<file path="src/rtl/multicycle_ctrl.sv">
// Main control FSM for the multi-cycle MIPS datapath: one instruction at a time
// through fetch/decode/execute/memory/write-back, stalling memory states on mem_ready_i.
module multicycle_ctrl (
  input  logic       clk_i,
  input  logic       rst_i,
  input  logic [5:0] op_i,
  input  logic       zero_i,
  input  logic       mem_ready_i,
  output logic       PCWrite_o,
  output logic       PCWriteCond_o,
  output logic       pc_en_o,
  output logic       IorD_o,
  output logic       MemRead_o,
  output logic       MemWrite_o,
  output logic       IRWrite_o,
  output logic       MemtoReg_o,
  output logic       RegDst_o,
  output logic       RegWrite_o,
  output logic       ALUSrcA_o,
  output logic [1:0] ALUSrcB_o,
  output logic [2:0] ALUOp_o,
  output logic [1:0] PCSource_o,
  output logic       instr_done_o,
  output logic       illegal_o,
  output logic [3:0] state_o
);

  localparam logic [5:0] OP_R    = 6'b000000;
  localparam logic [5:0] OP_ADDI = 6'b001000;
  localparam logic [5:0] OP_SLTI = 6'b001010;
  localparam logic [5:0] OP_LW   = 6'b100011;
  localparam logic [5:0] OP_SW   = 6'b101011;
  localparam logic [5:0] OP_BEQ  = 6'b000100;
  localparam logic [5:0] OP_J    = 6'b000010;

  typedef enum logic [3:0] {
    S_FETCH  = 4'd0,  S_DECODE = 4'd1,  S_MEMADR = 4'd2,  S_MEMRD  = 4'd3,
    S_MEMWB  = 4'd4,  S_MEMWR  = 4'd5,  S_RTEXE  = 4'd6,  S_RTWB   = 4'd7,
    S_BRANCH = 4'd8,  S_JUMP   = 4'd9,  S_IEXE   = 4'd10, S_IWB    = 4'd11
  } state_t;

  state_t state, nxt;

  // raw decode; enables/strobes/pulses are gated by reset below
  logic       pcw, pcwc, mrd, mwr, irw, rw, done, ill;

  always_ff @(posedge clk_i or negedge rst_i) begin
    if (!rst_i) state <= S_FETCH;
    else        state <= nxt;
  end

  always_comb begin
    nxt        = S_FETCH;
    pcw        = 1'b0;
    pcwc       = 1'b0;
    mrd        = 1'b0;
    mwr        = 1'b0;
    irw        = 1'b0;
    rw         = 1'b0;
    done       = 1'b0;
    ill        = 1'b0;
    IorD_o     = 1'b0;
    MemtoReg_o = 1'b0;
    RegDst_o   = 1'b0;
    ALUSrcA_o  = 1'b0;
    ALUSrcB_o  = 2'b00;
    ALUOp_o    = 3'b000;
    PCSource_o = 2'b00;
    case (state)
      S_FETCH: begin
        mrd       = 1'b1;
        ALUSrcB_o = 2'b01;
        irw       = mem_ready_i;
        pcw       = mem_ready_i;
        nxt       = mem_ready_i ? S_DECODE : S_FETCH;
      end
      S_DECODE: begin
        ALUSrcB_o = 2'b11;
        case (op_i)
          OP_LW, OP_SW:     nxt = S_MEMADR;
          OP_R:             nxt = S_RTEXE;
          OP_BEQ:           nxt = S_BRANCH;
          OP_J:             nxt = S_JUMP;
          OP_ADDI, OP_SLTI: nxt = S_IEXE;
          default:          ill = 1'b1;
        endcase
      end
      S_MEMADR: begin
        ALUSrcA_o = 1'b1;
        ALUSrcB_o = 2'b10;
        nxt       = (op_i == OP_SW) ? S_MEMWR : S_MEMRD;
      end
      S_MEMRD: begin
        mrd    = 1'b1;
        IorD_o = 1'b1;
        nxt    = mem_ready_i ? S_MEMWB : S_MEMRD;
      end
      S_MEMWB: begin
        rw         = 1'b1;
        MemtoReg_o = 1'b1;
        done       = 1'b1;
      end
      S_MEMWR: begin
        mwr    = 1'b1;
        IorD_o = 1'b1;
        done   = mem_ready_i;
        nxt    = mem_ready_i ? S_FETCH : S_MEMWR;
      end
      S_RTEXE: begin
        ALUSrcA_o = 1'b1;
        ALUOp_o   = 3'b010;
        nxt       = S_RTWB;
      end
      S_RTWB: begin
        rw       = 1'b1;
        RegDst_o = 1'b1;
        done     = 1'b1;
      end
      S_BRANCH: begin
        ALUSrcA_o  = 1'b1;
        ALUOp_o    = 3'b001;
        pcwc       = 1'b1;
        PCSource_o = 2'b01;
        done       = 1'b1;
      end
      S_JUMP: begin
        pcw        = 1'b1;
        PCSource_o = 2'b10;
        done       = 1'b1;
      end
      S_IEXE: begin
        ALUSrcA_o = 1'b1;
        ALUSrcB_o = 2'b10;
        ALUOp_o   = (op_i == OP_SLTI) ? 3'b011 : 3'b000;
        nxt       = S_IWB;
      end
      S_IWB: begin
        rw   = 1'b1;
        done = 1'b1;
      end
      default: nxt = S_FETCH;
    endcase
  end

  // reset is async, so the gating must be combinational to kill strobes immediately
  assign PCWrite_o     = pcw  & rst_i;
  assign PCWriteCond_o = pcwc & rst_i;
  assign MemRead_o     = mrd  & rst_i;
  assign MemWrite_o    = mwr  & rst_i;
  assign IRWrite_o     = irw  & rst_i;
  assign RegWrite_o    = rw   & rst_i;
  assign instr_done_o  = done & rst_i;
  assign illegal_o     = ill  & rst_i;
  assign pc_en_o       = PCWrite_o | (PCWriteCond_o & zero_i);
  assign state_o       = state;

endmodule

</file>
<file path="config.mk">
export PLATFORM = sky130hd
export DESIGN_NAME = multicycle_ctrl
export DESIGN_NICKNAME = d
export VERILOG_FILES = /design/src/rtl/multicycle_ctrl.sv
export SDC_FILE = /design/constraint.sdc
export NUM_CORES = 1
export LEC_CHECK = 0
export CAP_MARGIN = 20
export CORE_MARGIN = 8
export CORE_UTILIZATION = 38
export CTS_CLUSTER_SIZE = 12
export DETAILED_ROUTE_END_ITERATION = 16
export GPL_TIMING_DRIVEN = 0
export PLACE_DENSITY_LB_ADDON = 0.1
export SLEW_MARGIN = 40
export SYNTH_ARGS = -nofsm -noshare
export SYNTH_HDL_FRONTEND = slang
export SYNTH_SLANG_ARGS = --single-unit
</file>
<file path="constraint.sdc">
create_clock -name clk_i -period 1.6 [get_ports clk_i]
set_input_delay 0.32 -clock clk_i [delete_from_list [all_inputs] [get_ports clk_i]]
set_output_delay 0.32 -clock clk_i [all_outputs]
set_load 0.02 [all_outputs]
</file>
### After elaboration in Yosys (flattened, before gate mapping)

Cells that the tools add are included.

* equality and inequality tests: 17
* reductions and logical operators: 11
* multiplexer cells: 23
* bitwise operators: 10

Operators with widths (count)
* 4-bit one-hot mux with 7 select lines: 1
* 4-bit one-hot mux with 5 select lines: 1
* 4-bit by 3-bit equality test with 1-bit output, second input constant: 4
* 4-bit equality test, second input constant: 4
* 6-bit by 4-bit equality test with 1-bit output, second input constant: 2
* 6-bit equality test, second input constant: 2
* 1-bit 2-to-1 mux: 12
* 2-bit one-hot mux with 3 select lines: 2
* 2-bit OR reduction: 5
* 1-bit AND: 9
* 3-bit 2-to-1 mux: 3
* 4-bit by 2-bit equality test with 1-bit output, second input constant: 2
* 7-bit OR reduction: 1
* 6-bit by 2-bit equality test with 1-bit output, second input constant: 1
* 6-bit by 3-bit equality test with 1-bit output, second input constant: 1
* 6-bit logical NOT: 1
* 5-bit OR reduction: 1
* 4-bit by 1-bit equality test with 1-bit output, second input constant: 1
* 4-bit logical NOT: 1
* 1-bit one-hot mux with 2 select lines: 2
* 2-bit one-hot mux with 2 select lines: 1
* 4-bit OR reduction: 1
* 3-bit OR reduction: 1
* 2-bit 2-to-1 mux: 1
* 1-bit OR: 1

* output and inout port bits: 24
* bits in registers: 4

### Depth between registers and ports, before layout

* depth after elaboration: 5
* depth in mapped cells: 5
* gate-level depth less buffers: 3

### Worst setup path before layout

OpenSTA, ideal clock, no wires.

* path kind: reg2out
* start point: register state[3] (netlist: state_o[3])
* end point: output pc_en_o
* slack: -260 ps
* arrival: 1540 ps
* required time: 1280 ps
* cell stages (with the launch flop): 5
* cell sequence: dfrtp_1 buf_2 nor2b_1 nand2_1 o31ai_1

* longest elaborated chain between the ends: 5

Ends and longest elaborated chain
* from (decl): RTL line 42 `state_t state, nxt;`
* from (signal assigned): RTL line 49 `else state <= nxt;`
* 4-bit equality test: RTL line 69 `case (state)`
* 1-bit 2-to-1 mux: RTL line 69
* 1-bit AND: RTL line 147 `assign PCWriteCond_o = pcwc & rst_i;`
* 1-bit AND: RTL line 154 `assign pc_en_o = PCWrite_o | (PCWriteCond_o & zero_i);`
* 1-bit OR *: RTL line 154
* to (decl): RTL line 11 `output logic pc_en_o,`

Mark *: on every way between the ends. The rest lies on a longest branch, timed or not.

### Final worst setup path

Same ends and word-level chain as after synthesis.

==> metrics.md <==
| Metric | Value |
|---|---|
| Finished Layout Cells | 174 |
| Initial antenna violation count | 0 |
| Post-detail-place hpwl | 1700 um |
| # placed instances | 140 |
| Slew Limit Fails | 0 |
| CTS Buf Count | 3 |
| Final wirelength | 3960 um |
| Worst Clk Skew | 7.89 ps |
| Max FFs per register | 4 |
| Port Buffer Count | 32 |
| Pwr per Cell Area | 1520 nW/um2 |
| Ys flop type | dfrtp_1 |
| Max_cap viols | 0 |
| Die H | approximately 56 um |
| Pin count of the biggest net entering global routing | 12 |
| Max Freq | 519 MHz |
| Status | finished, violations left |
| Synth area leader | dfrtp_1 |
| Crit path buf inv count | 2 |
| CORE AREA | 1510 um2 |
| Sequential area share after synthesis | 0.164 |
| Top Family by Delay on Critical Path | flip-flops |
| Critical-path top delay cell | dfrtp_1 |
| TritonCTS clock tree | yes |
| Failing checks | setup timing |
| Max VDD drop | 0.939 mV |
| Number of global-route vias before repair | 938 |
| Worst Setup End Kind | primary output |
| Final number of setup-violating endpoints | 22 |
| WP data arrival | 1610 ps |
| Hold buffers post-CTS | 0 |
| Layout area overhead | 133% |
| Critical Path RT | 1280 ps |
| Layout cells sized above 1 | 0.570 |
| Syn_nets | 102 |
| Row count | 14 |
| N_diodes | 0 |
| Post-Syn Area per Cell | 6.65 um2 |
| Vias after detailed routing | 1095 |
| Hold Path Class | input pin to asynchronous set/reset pin |
| Clk buf depth | 2 |
| Worst-path fanout max | 7 |
| Total track usage | 0.153 |
| Most frequent cells in the layout | buf_4, buf_6, dlygate4sd2_1 |
| Crit-path cells | buf_6 > nor2b_4 > nand2_2 > o31ai_4 > buf_6 |
| Fillers | 37 |
| Leakage power | approximately 0.64 nW |
| Post-synthesis register bit count | 4 |
| Slew HR | 0.637 |
| Cell repeated most along the worst path | buf_6 |
| Synth Instances | approximately 90 |
| Post-Synthesis Cell Area | 612 um2 |
| Antenna viol nets, final | 0 |
| Die width | 56.1 um |
| Average wire per standard cell | 22.8 um |
| Clk sink count | 4 |
| Post-synthesis cell type count | 37 |
| Ys async rst share | 1.00 |
| Post-synth EDFFs | 0 |
| DR vias/cell | ~6.3 |
| Die ar. | 3150 um2 |
| 1st-iter DRT viols | 105 |
| Initial Util | 0.406 |
| Most common cell after layout, fill and taps aside | buf_4 |
| Critical path's largest stage delay | around 400 ps |
| Top cells by area, synth | dfrtp_1, nand2b_1, nor2_1 |
| Final period utilization | 1.20 |
| Yosys warns | 0 |
| Gpl congestion | 0.844 |
| Setup Crit Path Kind | flop to primary output |
| Share of the synthesized area in the top cell type | 0.164 |
| Startpoint Class | flop |
| Slew @ Worst Pin | about 540 ps |
| RSZ-0062 raised after global routing | true |
| Fin nets | between 150 and 200 |
| Drc violations | 0 |
| Root Buffer | clkbuf_4 |
| H-tree depth | 1 |
| Grt total ovfl | 0 |
| I/O pins | 34 |
| Clock-pin slew on the worst setup and hold paths | 50 ps |
| Clk_lat worst skew | 250 ps |
| First-pass GRT wire length | 4150 um |
| Min Tclk post-route | between 1500 and 2000 ps |
| Setup TNS | -3930 ps |
| Setup ws final | -326 ps |
| Pre-antenna DRT Iters | 4 |
| Final hold violations | 0 |
==> synthesized netlist by cell type (2+ instances only) <==
master / n
nor2_1: 10
nand2_1: 7
nand2b_1: 7
buf_2: 6
nor3_1: 6
a21oi_1: 5
nor2b_1: 5
o21ai_0: 5
dfrtp_1: 4
nand4_1: 3
o211ai_1: 3
a211oi_1: 2
and3_1: 2
inv_1: 2
nand4b_1: 2
nor3b_1: 2
==> cell type report <==
type / count / area [um2] / share of cell area
Multi-Input combinational cell: 78 / 608 / 0.426
Timing Repair Buffer: 63 / 569 / 0.399
Sequential cell: 4 / 103 / 0.0719
Buffer: 7 / 91.3 / 0.0640
Clock buffer: 4 / 26.3 / 0.0184
Tap cell: 16 / 20.0 / 0.0140
Inverter: 2 / 10.0 / 0.00701
==> per-layer routing <==
metal | vias to the layer above | wire [um] | track usage
li1 | 469 | - | -
met3 | 23 | 411 | 0.0502
met5 | - | 0 | 0
met1 | 496 | 1430 | 0.164
met4 | 0 | 171 | 0.0481
met2 | 107 | 1940 | 0.274
==> metrics by stage <==
| step | cell area, um2 | power [mW] | hold WS [ps] | worst slack, ps | util |
|---|---|---|---|---|---|
| 6_report | 1430 | 2.17 | 137 | -326 | 0.948 |
| 5_1_grt | 1430 | 2.24 | 157 | -364 | 0.948 |
| 4_1_cts | 1170 | 1.59 | 131 | -253 | 0.777 |
| 3_5_place_dp | 1020 | 1.22 | 655 | -922 | 0.680 |
| 3_3_place_gp | 1020 | 1.21 | 648 | -883 | 0.680 |
| 2_1_floorplan | 684 | 0.825 | 24.4 | -139 | - |
==> cells by family after synthesis <==
logic type,after synthesis,share of synthesized area
and+or+nand+nor,53,0.487
AOI/OAI and AO/OA,23,0.249
buffers and inverters,10,0.0798
DFF,4,0.164
xor gates and xnor gates,1,0.0143
other,1,0.00613
==> worst paths after layout <==
kind                            start    endpoint  slack (ps)  cells past startpoint
max in group asynchronous       rst_i  state_o[1]        1100                      1
min                             rst_i  state_o[0]         140                      1
max reg2reg                state_o[0]  state_o[1]        -140                      5
min in group clk_i            op_i[1]  state_o[2]         560                      3
max                        state_o[3]     pc_en_o        -330                      5
min reg2reg                state_o[2]  state_o[3]         720                      2
==> power breakdown <==
group / leakage [nW] / internal, mW / total, mW / switching (mW)
sequential: 0.0499 / 0.133 / 0.171 / 0.0376
clock: 0.0150 / 0.0945 / 0.150 / 0.0551
combinational: 0.572 / 0.936 / 1.85 / 0.918
total: 0.637 / 1.16 / 2.17 / 1.01
==> repair_timing <==
| item | in CTS | in global routing |
|---|---|---|
| pin swaps | 7 | 11 |
| hold endpoints to repair | 0 | 0 |
| setup buffers | 12 | 19 |
| cloned | 1 | 0 |
| gates resized for setup | 126 | 37 |
| setup endpoints to repair | 20 | 22 |
No activity file was read; power rests on OpenSTA's default activity.
